`src/rtl/rx_lp_ctrl_fsm.sv`:
```
// rx_lp_ctrl_fsm: C-PHY LP line-state controller; in: clk, rst_n, Enable, CtrlDecoderOut; out: CtrlDecoderEn, HsTermEn, HsRxEn, LpRqst, ErrSeq, RxState
module rx_lp_ctrl_fsm #(
  parameter int DEB_CYCLES    = 2,
  parameter int INIT_CYCLES   = 16,
  parameter int SETTLE_CYCLES = 8,
  parameter int RQST_TIMEOUT  = 32,
  parameter int CNT_W         = 8
) (
  input  logic       clk,
  input  logic       rst_n,
  input  logic       Enable,
  input  logic [1:0] CtrlDecoderOut,
  output logic       CtrlDecoderEn,
  output logic       HsTermEn,
  output logic       HsRxEn,
  output logic       LpRqst,
  output logic       ErrSeq,
  output logic [2:0] RxState
);
  typedef enum logic [2:0] {IDLE, INIT, STOP, HS_RQST, HS_SETTLE, HS_ACTIVE, LP_RQST, ERR_WAIT} state_t;
  localparam logic [CNT_W-1:0] CNT_MAX     = '1;
  localparam logic [CNT_W-1:0] DEB_C       = CNT_W'(DEB_CYCLES);
  localparam logic [CNT_W-1:0] INIT_C      = CNT_W'(INIT_CYCLES);
  localparam logic [CNT_W-1:0] SETTLE_LAST = CNT_W'(SETTLE_CYCLES - 1);
  localparam logic [CNT_W-1:0] RQST_LAST   = CNT_W'(RQST_TIMEOUT - 1);
  state_t           state_q, state_d;
  logic [1:0]       code_q, code_d;
  logic [CNT_W-1:0] stable_q, stable_d, phase_q, phase_d;
  logic             en_q, term_q, rx_q, lp_q, err_q, err_d, valid;
  always_comb begin
    code_d   = en_q ? CtrlDecoderOut : 2'b00;
    stable_d = !en_q ? '0 :
               (CtrlDecoderOut != code_q) ? CNT_W'(1) :
               (stable_q == CNT_MAX) ? stable_q : stable_q + 1'b1;
    valid    = stable_q >= DEB_C;
    state_d  = state_q;
    err_d    = 1'b0;
    case (state_q)
      IDLE: state_d = INIT;
      INIT: state_d = (code_q == 2'b00 && stable_q >= INIT_C) ? STOP : INIT;
      STOP: if (valid && code_q != 2'b00) begin
        state_d = code_q == 2'b01 ? HS_RQST : code_q == 2'b11 ? LP_RQST : ERR_WAIT;
        err_d   = code_q == 2'b10;
      end
      HS_RQST: if (valid && code_q != 2'b01) begin
        state_d = code_q == 2'b10 ? HS_SETTLE : code_q == 2'b00 ? STOP : ERR_WAIT;
        err_d   = code_q == 2'b11;
      end else if (phase_q == RQST_LAST) begin
        state_d = ERR_WAIT;
        err_d   = 1'b1;
      end
      HS_SETTLE: if (valid && code_q == 2'b00) begin
        state_d = STOP;
        err_d   = 1'b1;
      end else if (phase_q == SETTLE_LAST) begin
        state_d = HS_ACTIVE;
      end
      HS_ACTIVE, LP_RQST, ERR_WAIT: state_d = (valid && code_q == 2'b00) ? STOP : state_q;
    endcase
    if (!Enable) begin
      state_d = IDLE;
      err_d   = 1'b0;
    end
    phase_d = (state_d != state_q) ? '0 : (phase_q == CNT_MAX) ? phase_q : phase_q + 1'b1;
  end
  always_ff @(posedge clk) begin
    if (!rst_n) begin
      state_q  <= IDLE;
      code_q   <= 2'b00;
      stable_q <= '0;
      phase_q  <= '0;
      en_q     <= 1'b0;
      term_q   <= 1'b0;
      rx_q     <= 1'b0;
      lp_q     <= 1'b0;
      err_q    <= 1'b0;
    end else begin
      state_q  <= state_d;
      code_q   <= code_d;
      stable_q <= stable_d;
      phase_q  <= phase_d;
      en_q     <= state_d != IDLE;
      term_q   <= state_d == HS_SETTLE || state_d == HS_ACTIVE;
      rx_q     <= state_d == HS_ACTIVE;
      lp_q     <= state_d == LP_RQST;
      err_q    <= err_d;
    end
  end
  assign CtrlDecoderEn = en_q;
  assign HsTermEn      = term_q;
  assign HsRxEn        = rx_q;
  assign LpRqst        = lp_q;
  assign ErrSeq        = err_q;
  assign RxState       = state_q;
endmodule

```
`config.mk`:
```
export PLATFORM = sky130hd
export DESIGN_NAME = rx_lp_ctrl_fsm
export DESIGN_NICKNAME = d
export VERILOG_FILES = /design/src/rtl/rx_lp_ctrl_fsm.sv
export SDC_FILE = /design/constraint.sdc
export NUM_CORES = 1
export LEC_CHECK = 0
export ABC_CLOCK_PERIOD_IN_PS = 1850
export CAP_MARGIN = 30
export CORE_MARGIN = 2
export CORE_UTILIZATION = 40
export DETAILED_ROUTE_END_ITERATION = 16
export DONT_BUFFER_PORTS = 1
export PLACE_DENSITY = 0.67
export REMOVE_ABC_BUFFERS = 1
export SLEW_MARGIN = 5
export SYNTH_ARGS = -nofsm -noshare
export SYNTH_HDL_FRONTEND = slang
export SYNTH_SLANG_ARGS = --single-unit
```
`constraint.sdc`:
```
create_clock -name clk -period 1.85 [get_ports clk]
set_input_delay 0.185 -clock clk [delete_from_list [all_inputs] [get_ports clk]]
set_output_delay 0.185 -clock clk [all_outputs]
set_load 0.005 [all_outputs]
```
## After elaboration in Yosys (flattened, before gate mapping)

Cells that the tools add are included.

| storage, ports and cells | value |
|---|---|
| register bits after elaboration | 26 |
| input port bits | 5 |
| output and inout bits | 8 |
| word-level logic and storage cells | 71 |

| operators by class | value |
|---|---|
| $add $sub $neg | 2 |
| order comparisons | 2 |
| equal/unequal tests | 21 |
| multiplexer cells | 20 |
| bitwise operators | 2 |
| reduce and logical (&&, ||, !) cells | 14 |

Operators with widths:

| kind | number |
|---|---|
| 2-to-1 mux 3 bit | 10 |
| equality test 3 bit, second input constant | 7 |
| case mux 3 bit (6 select lines) | 1 |
| adder 8 x 1 -> 8 bit, second input constant | 2 |
| equality test 8 bit, second input constant | 2 |
| equality test 8 x 3 -> 1 bit, second input constant | 1 |
| equality test 8 x 5 -> 1 bit, second input constant | 1 |
| greater-or-equal comparator 8 x 2 -> 1 bit, second input constant | 1 |
| greater-or-equal comparator 8 x 5 -> 1 bit, second input constant | 1 |
| 2-to-1 mux 1 bit | 7 |
| equality test 3 x 2 -> 1 bit, second input constant | 2 |
| OR reduction 3 bit | 2 |
| equality test 2 bit, second input constant | 2 |
| logical AND 1 bit | 4 |
| AND reduction 2 bit | 2 |
| equality test 3 x 1 -> 1 bit, second input constant | 1 |
| logical NOT 3 bit | 1 |
| inequality test 3 bit | 1 |
| case mux 1 bit (3 select lines) | 1 |
| nonzero test 3 bit | 1 |
| equality test 2 x 1 -> 1 bit, second input constant | 1 |
| logical NOT 2 bit | 1 |
| 2-to-1 mux 2 bit | 1 |
| inequality test 2 x 1 -> 1 bit, second input constant | 1 |
| other kinds (6) | 7 |

## Depth between registers and ports, before layout

Gate-level depths: netlist of run 1.

| logic depth | value |
|---|---|
| depth after elaboration | 8 |
| gate-level depth with buffers | 8 |
| gate-level depth less buffers | 7 |

## Least setup slack after synthesis of run 1

No wires, ideal clock.

| path | value |
|---|---|
| path kind | register to register |
| from | register stable_q[0] |
| to | register phase_q[2] |
| library setup time | 0.087 ns |
| data arrival time | 1.918 ns |
| data required time | 1.763 ns |
| setup slack | -0.155 ns |
| stages on the path, launching flop included | 9 |
| buffers on the path | 1 |
| period minus slack after synthesis | 2.005 ns |
| path through | dfxtp_1 -> inv_1 -> ha_1 -> nor4_4 -> nand2_2 -> a31o_1 -> or3_1 -> buf_2 -> nor4b_2 |

| between the ends | value |
|---|---|
| longest elaborated chain between the ends | 7 |
| elaborated cells between the ends (all ways) | 15 |
| classes of those cells | 2 x order compare; 1 x eq/ne; 7 x mux; 5 x reduce/logical |

RTL lines:

| what | RTL line | RTL |
|---|---|---|
| start, declared | 28 | `logic [CNT_W-1:0] stable_q, stable_d, phase_q, phase_d;` |
| start signal, assigned | 80 | `stable_q <= stable_d;` |
| greater-or-equal comparator 8 x 2 -> 1 bit or greater-or-equal comparator 8 x 5 -> 1 bit (tied branches) | 35, 40 |  |
| logical AND 1 bit (on tied branches) | -- |  |
| 2-to-1 mux 3 bit, or another cell as far along | 58 | `HS_ACTIVE, LP_RQST, ERR_WAIT: state_d = (valid && code_q == 2'b00) ? STOP : state_q;` |
| case mux 3 bit (6 select lines) (*) | 38 | `case (state_q)` |
| 2-to-1 mux 3 bit (*) | 60 | `if (!Enable) begin` |
| inequality test 3 bit (*) | 64 | `phase_d = (state_d != state_q) ? '0 : (phase_q == CNT_MAX) ? phase_q : phase_q + 1'b1;` |
| OR reduction 2 bit (no line) (*) | -- |  |
| end signal, assigned | 81 | `phase_q <= phase_d;` |
| end, declared | 28 |  |

Mark *: on every way between the ends. The rest lies on a longest branch, timed or not.
A chain may end at the register's enable or synchronous reset.

## Worst setup path after layout of run 1

| path | value |
|---|---|
| from | register stable_q[1] |
| to | register phase_q[4] |

The elaborated chain is that of the path after synthesis.

==> results.json, run 1 <==
{
  "grt_pass1_vias": 1395,
  "synthToLayoutAreaGrowth_pct": 32.6,
  "synth_top_area_share_pct": 35.9,
  "hpwl_um": 2620,
  "slowest_delay_ns": 0.47,
  "cts_root_buf": "clkbuf_4",
  "ys_seq_area_share_pct": 35.9,
  "whs_path_depth": 1,
  "antenna_found_initial": 0,
  "synth_edf_count": 0,
  "synth.most_common_cell": "dfxtp_1",
  "routed_wl_um": 3640,
  "final_nets": 215,
  "synth.distinct_cells": 48,
  "r2r_end": "phase_q[4]",
  "die_height_um": 64.2,
  "place.gp.congestion": 0.821,
  "min_period_over_period_pct": 108,
  "numClockSinks": 26,
  "fin_crit_ns": 2.00,
  "crit_fanout": 8,
  "hold_class": "input port to flip-flop",
  "cp.depth": 6,
  "dr.pass1.iters": 5,
  "cp-start-kind": "flip-flop",
  "finalSetupViolations": 8,
  "crit-reg2reg-launch": "stable_q[1]",
  "netlist_area_um2": 1450,
  "path_buf_inv": 1,
  "dp_worst_setup_slack_ns": -0.247,
  "yosys.area.top_type": "dfxtp_1",
  "wire_per_inst_um": 14.4,
  "crit_slowest_cell": "or3_4",
  "failed_checks": "negative setup slack",
  "groute.usage.overall_pct": 17.8,
  "synth_ff_type": "dfxtp_1",
  "fin_hold_ws_ns": 0.0257,
  "powerDensity_nw_per_um2": 547,
  "die-area_um2": 4120,
  "avgSynthCellArea_um2": 8.73,
  "grt_overflow": 0,
  "fmaxAchievable_ghz": 0.500,
  "final_area_um2": 1920,
  "max_slew_margin_pct": 69.6,
  "via_per_inst": 5.77,
  "cts_tree": "done",
  "synthCells": 166,
  "synthTopCellsByArea": "dfxtp_1 36%, nor2_1 5.2%, nor3_1 4.1%",
  "cts_buffers": 3,
  "synthArstFlopShare_pct": 0,
  "status": "complete, but fails checks",
  "clock_path_buffers": 2,
  "core_um2": 3420,
  "leakage_nw": 0.748,
  "worst_slew_pin_slew_ns": 0.455,
  "portBuffers": 0,
  "r2r_cells": 6,
  "diodes": 0,
  "grt_pass1_wl_um": 5930,
  "clock_skew_ns": 0.0257,
  "worstPathRequired_ns": 2.07,
  "synth_warnings": 0,
  "start_util_pct": 42.4,
  "rsz0062_at_grt": "yes",
  "grt_max_degree": 16,
  "drc_errors": 0,
  "crit_end": "phase_q[4]",
  "cp_top_family": "simple AND/OR/NAND/NOR gates",
  "final_max_slew_viol_count": 0,
  "drtAntennaViolNets": 0,
  "drtIter0Drc": 127,
  "core.rowCount": 21,
  "synth_commonest_cells": "26 x dfxtp_1, 20 x nor2_1, 12 x nor3_1",
  "num_io_pins": 13,
  "end_kind": "flip-flop",
  "ys_seq_elements": 26,
  "clk_pin_slew_ns": 0.13,
  "placed_area_um2": 1730,
  "clock_latency_ns": 0.34,
  "worst_slack_ns": -0.152,
  "critPathArrivalTime_ns": 2.23,
  "worst-setup-path-type": "flip-flop to flip-flop",
  "cts_htree_levels": 1,
  "hold_viol": 0,
  "routed-via-count": 1455,
  "max-vdd-ir-drop_v": 0.000380,
  "rrSetupSlack_ns": -0.15,
  "max_cap_violations": 0,
  "startpoint": "stable_q[1]",
  "drive_above_1_share_pct": 32.0,
  "die_w_um": 64.2,
  "path_cells": "buf_6 -> nor4_4 -> nand2_2 -> a31o_1 -> or3_4 -> a2111oi_4"
}
## worst min-delay path by stage
stage	slack [ns]	end	from
2_1_floorplan	0.31	stable_q[0]	rst_n
3_3_place_gp	0.32	stable_q[0]	rst_n
3_5_place_dp	0.32	stable_q[0]	rst_n
4_1_cts	0.009	code_q[0]	rst_n
5_1_grt	0.009	code_q[0]	rst_n
6_report	0.03	code_q[0]	rst_n
## registers in the layout, indices dropped and copies added, names as in the netlist
signal / cells
CtrlDecoderEn: 1
HsTermEn: 1
LpRqst: 1
RxState: 3
ErrSeq: 1
phase_q: 8
stable_q: 8
code_q: 2
HsRxEn: 1
## stage by stage
stage | util (%) | std cells | total power (W) | TNS [ns]
floorplan | - | 160 | 0.000625 | -1.03
finish | 56.3 | 252 | 0.00105 | -0.676
global placement | 50.7 | 240 | 0.000648 | -1.15
CTS | 55.0 | 250 | 0.00106 | -0.447
global route | 56.3 | 252 | 0.00109 | -1.67
detailed placement | 50.7 | 240 | 0.000652 | -1.60
## layout by cell type (no fill, tap or decap), drive strengths merged, types with 4 or more instances in the layout
cell	n
buf	39
a21oi	4
inv	4
nor2	20
nor4	7
and2	4
nand3	8
dfxtp	26
nand2	12
xor2	4
xnor2	5
and4	4
nor3	12
## final cells by class
type / count / area (um^2)
fillers: 310 / 1490
inverters: 4 / 15.0
well taps: 46 / 57.6
clock inverters: 1 / 30.0
repair buffers: 42 / 327
flip-flops and latches: 26 / 526
clock buffers: 3 / 22.5
multi-input cells: 130 / 945
## report_power, final
part	internal (W)	total [W]	switching [W]
Combinational	0.0000398	0.0000767	0.0000369
Sequential	0.000568	0.000577	0.00000931
Clock	0.000219	0.000396	0.000177
## repair_timing
| action | CTS | global route |
|---|---|---|
| setup endpoints to repair | 9 | 12 |
| hold buffers | 3 | 0 |
| hold endpoints to repair | 3 | 0 |
| resized for setup | 11 | 5 |
| pin swaps | 4 | 2 |
| buffers inserted | 3 | 2 |
## routing by layer
layer  up-vias  global-route usage [%]  wire [um]
met3        15                    4.05        155
met1       688                    20.5       1490
li1        706                       -          -
met2        46                    32.4       1890
met5         -                       0          0
met4         0                    5.85        104
## logic make-up (layout without fill, tap and decap cells)
| family | count (synthesis) | in the layout | share of synthesized area, % |
|---|---|---|---|
| xor gates and xnor gates | 9 | 9 | 5.44 |
| muxes | 2 | 2 | 1.38 |
| DFF | 26 | 26 | 35.9 |
| and+or+nand+nor | 84 | 84 | 33.8 |
| buffers and inverters | 10 | 50 | 3.02 |
| adders and majority gates | 3 | 3 | 2.59 |
| AOI/OAI and AO/OA | 32 | 32 | 17.9 |
Note: power is estimated with default switching activity, not from simulation.
==> run 2: changes to the inputs <==
--- a/config.mk
+++ b/config.mk
@@ -8,10 +8,10 @@
 export ABC_CLOCK_PERIOD_IN_PS = 1850
 export CAP_MARGIN = 30
 export CORE_MARGIN = 2
-export CORE_UTILIZATION = 40
+export CORE_UTILIZATION = 45
 export DETAILED_ROUTE_END_ITERATION = 16
 export DONT_BUFFER_PORTS = 1
-export PLACE_DENSITY = 0.67
+export PLACE_DENSITY = 0.73
 export REMOVE_ABC_BUFFERS = 1
 export SLEW_MARGIN = 5
 export SYNTH_ARGS = -nofsm -noshare
==> run 2 against run 1 <==
  * The flow still finishes with violations (negative setup slack)
  * Sequential cell count unchanged
  * First-iteration DRC count decreased by 32%
  * Clock power down 27%
  * Worst hold slack lost 0.014 ns
  * Via count increased by 0.76%
  * Count of clock-buffer cells in the layout rose by 1
  * Die area shrank 10%
  * Critical endpoint is now phase_q[2]
==> results.json, run 2 (same netlist as run 1, synthesis figures left out) <==
{
  "crit-reg2reg-launch": "stable_q[1]",
  "fmaxAchievable_ghz": 0.509,
  "worst-setup-path-type": "flip-flop to flip-flop",
  "rrSetupSlack_ns": -0.11,
  "finalSetupViolations": 7,
  "pwr-share-clk_pct": 30.7,
  "cts_tree": "done",
  "final_cell_mix": "36 x buf_4, 23 x dfxtp_1, 20 x nor2_1, 11 x nand2_1, 11 x nor3_1",
  "drtAntennaViolNets": 0,
  "start_util_pct": 47.5,
  "grt_pass1_wl_um": 6260,
  "critPathArrivalTime_ns": 2.21,
  "fin_hold_ws_ns": 0.0115,
  "final_nets": 213,
  "max_slew_margin_pct": 74.1,
  "clock_path_buffers": 2,
  "min_period_over_period_pct": 106,
  "dp_worst_setup_slack_ns": -0.265,
  "cts_htree_levels": 1,
  "setup_tns_ns": -0.380,
  "final_max_slew_viol_count": 0,
  "drtIter0Drc": 86,
  "crit_fanout": 8,
  "worst_slew_pin_slew_ns": 0.387,
  "max-vdd-ir-drop_v": 0.000399,
  "grt_pass1_vias": 1436,
  "place.gp.congestion": 0.908,
  "groute.usage.overall_pct": 22.4,
  "hpwl_um": 2680,
  "worst_slack_ns": -0.114,
  "hold_viol": 0,
  "r2r_end": "phase_q[2]",
  "seq_power_share_pct": 61.3,
  "clock_skew_ns": 0.0128,
  "rsz0062_at_grt": "yes",
  "numClockSinks": 26,
  "crit_end": "phase_q[2]",
  "cp-start-kind": "flip-flop",
  "r2r_cells": 6,
  "die-area_um2": 3690,
  "routed-via-count": 1466,
  "multi_input_area_um2": 973,
  "nFillCells": 266,
  "drc_errors": 0,
  "diodes": 0,
  "antenna_found_initial": 0,
  "p_switching_w": 0.000218,
  "p_comb_share_pct": 8.0,
  "status": "complete, but fails checks",
  "grt_max_degree": 15,
  "failed_checks": "negative setup slack",
  "portBuffers": 0,
  "grt_overflow": 0,
  "worstPathRequired_ns": 2.09,
  "dr.pass1.iters": 4,
  "cts_buffers": 3,
  "p_sw_share_pct": 23.1,
  "synthToLayoutAreaGrowth_pct": 32.3,
  "max_cap_violations": 0,
  "hold_class": "input port to flip-flop",
  "startpoint": "stable_q[1]",
  "cts_root_buf": "clkbuf_4",
  "intPower_w": 0.000726,
  "routed_wl_um": 3810,
  "via_per_inst": 5.91,
  "num_io_pins": 13,
  "fin_crit_ns": 1.96,
  "leakage_nw": 0.739,
  "clock_latency_ns": 0.32,
  "mostFrequentLayoutCell": "buf_4",
  "seq_area_um2": 524,
  "powerDensity_nw_per_um2": 492,
  "drive_above_1_share_pct": 32.4,
  "clk_pin_slew_ns": 0.15,
  "core_um2": 3050,
  "die_w_um": 60.7,
  "die_height_um": 60.7,
  "end_kind": "flip-flop",
  "wire_per_inst_um": 15.4,
  "core.rowCount": 20
}
[run 2: area by class of cell]
cell class | instances | area share (%)
clock buffers | 4 | 1.89
inverters | 4 | 0.783
multi-input cells | 130 | 50.8
repair buffers | 40 | 16.3
flip-flops and latches | 26 | 27.3
well taps | 44 | 2.87
[run 2: worst min-delay path by stage]
stage	startpoint	end	slack [ns]	cells after the start
floorplan	rst_n	stable_q[0]	0.31	2
global placement	rst_n	stable_q[0]	0.32	2
detailed placement	rst_n	stable_q[0]	0.32	2
CTS	CtrlDecoderOut[0]	code_q[0]	0.003	1
global route	CtrlDecoderOut[0]	code_q[0]	0.004	1
finish	CtrlDecoderOut[0]	code_q[0]	0.01	1
[run 2: power groups by stage]
stage                     clock, W  combinational [W]  sequential [W]
final                     0.000290          0.0000755        0.000578
after global routing      0.000320          0.0000837        0.000579
after CTS                 0.000295          0.0000711        0.000578
after detailed placement         0          0.0000631        0.000589
after global placement           0          0.0000612        0.000588
after floorplan                  0          0.0000343        0.000591
[run 2: what timing repair did]
action | CTS | global route
endpoints found under the setup margin | 11 | 13
pin swaps | 7 | 5
hold buffers | 1 | 1
endpoints found under the hold margin | 1 | 1
gates resized for setup | 11 | 9
setup buffers | 4 | 0
[run 2: routing by layer]
layer / wire length [um] / vias to the layer above / GRT usage [%] / share of wire [%]
met3: 140 / 4 / 2.99 / 3.7
li1: - / 701 / - / -
met4: 14 / 0 / 7.76 / 0.37
met1: 1620 / 715 / 26.1 / 42
met5: 0 / - / 0 / 0
met2: 2040 / 46 / 41.6 / 54
[run 2: worst max-delay path: stages, from the launching register on]
cell and delay (ns):
dfxtp_2 0.36, buf_6 0.11, nor4_4 0.34, nand2_2 0.10, a31o_1 0.19, or3_4 0.47, nor4b_2 0.31
[run 2: per-stage QoR]
stage	cells	cell area (um^2)	total power (W)	util [%]
5_1_grt	248	1920	0.000983	62.8
3_5_place_dp	239	1740	0.000652	56.9
4_1_cts	248	1870	0.000944	61.1
6_report	248	1920	0.000944	62.8
3_3_place_gp	239	1740	0.000650	56.9
2_1_floorplan	160	1420	0.000625	-
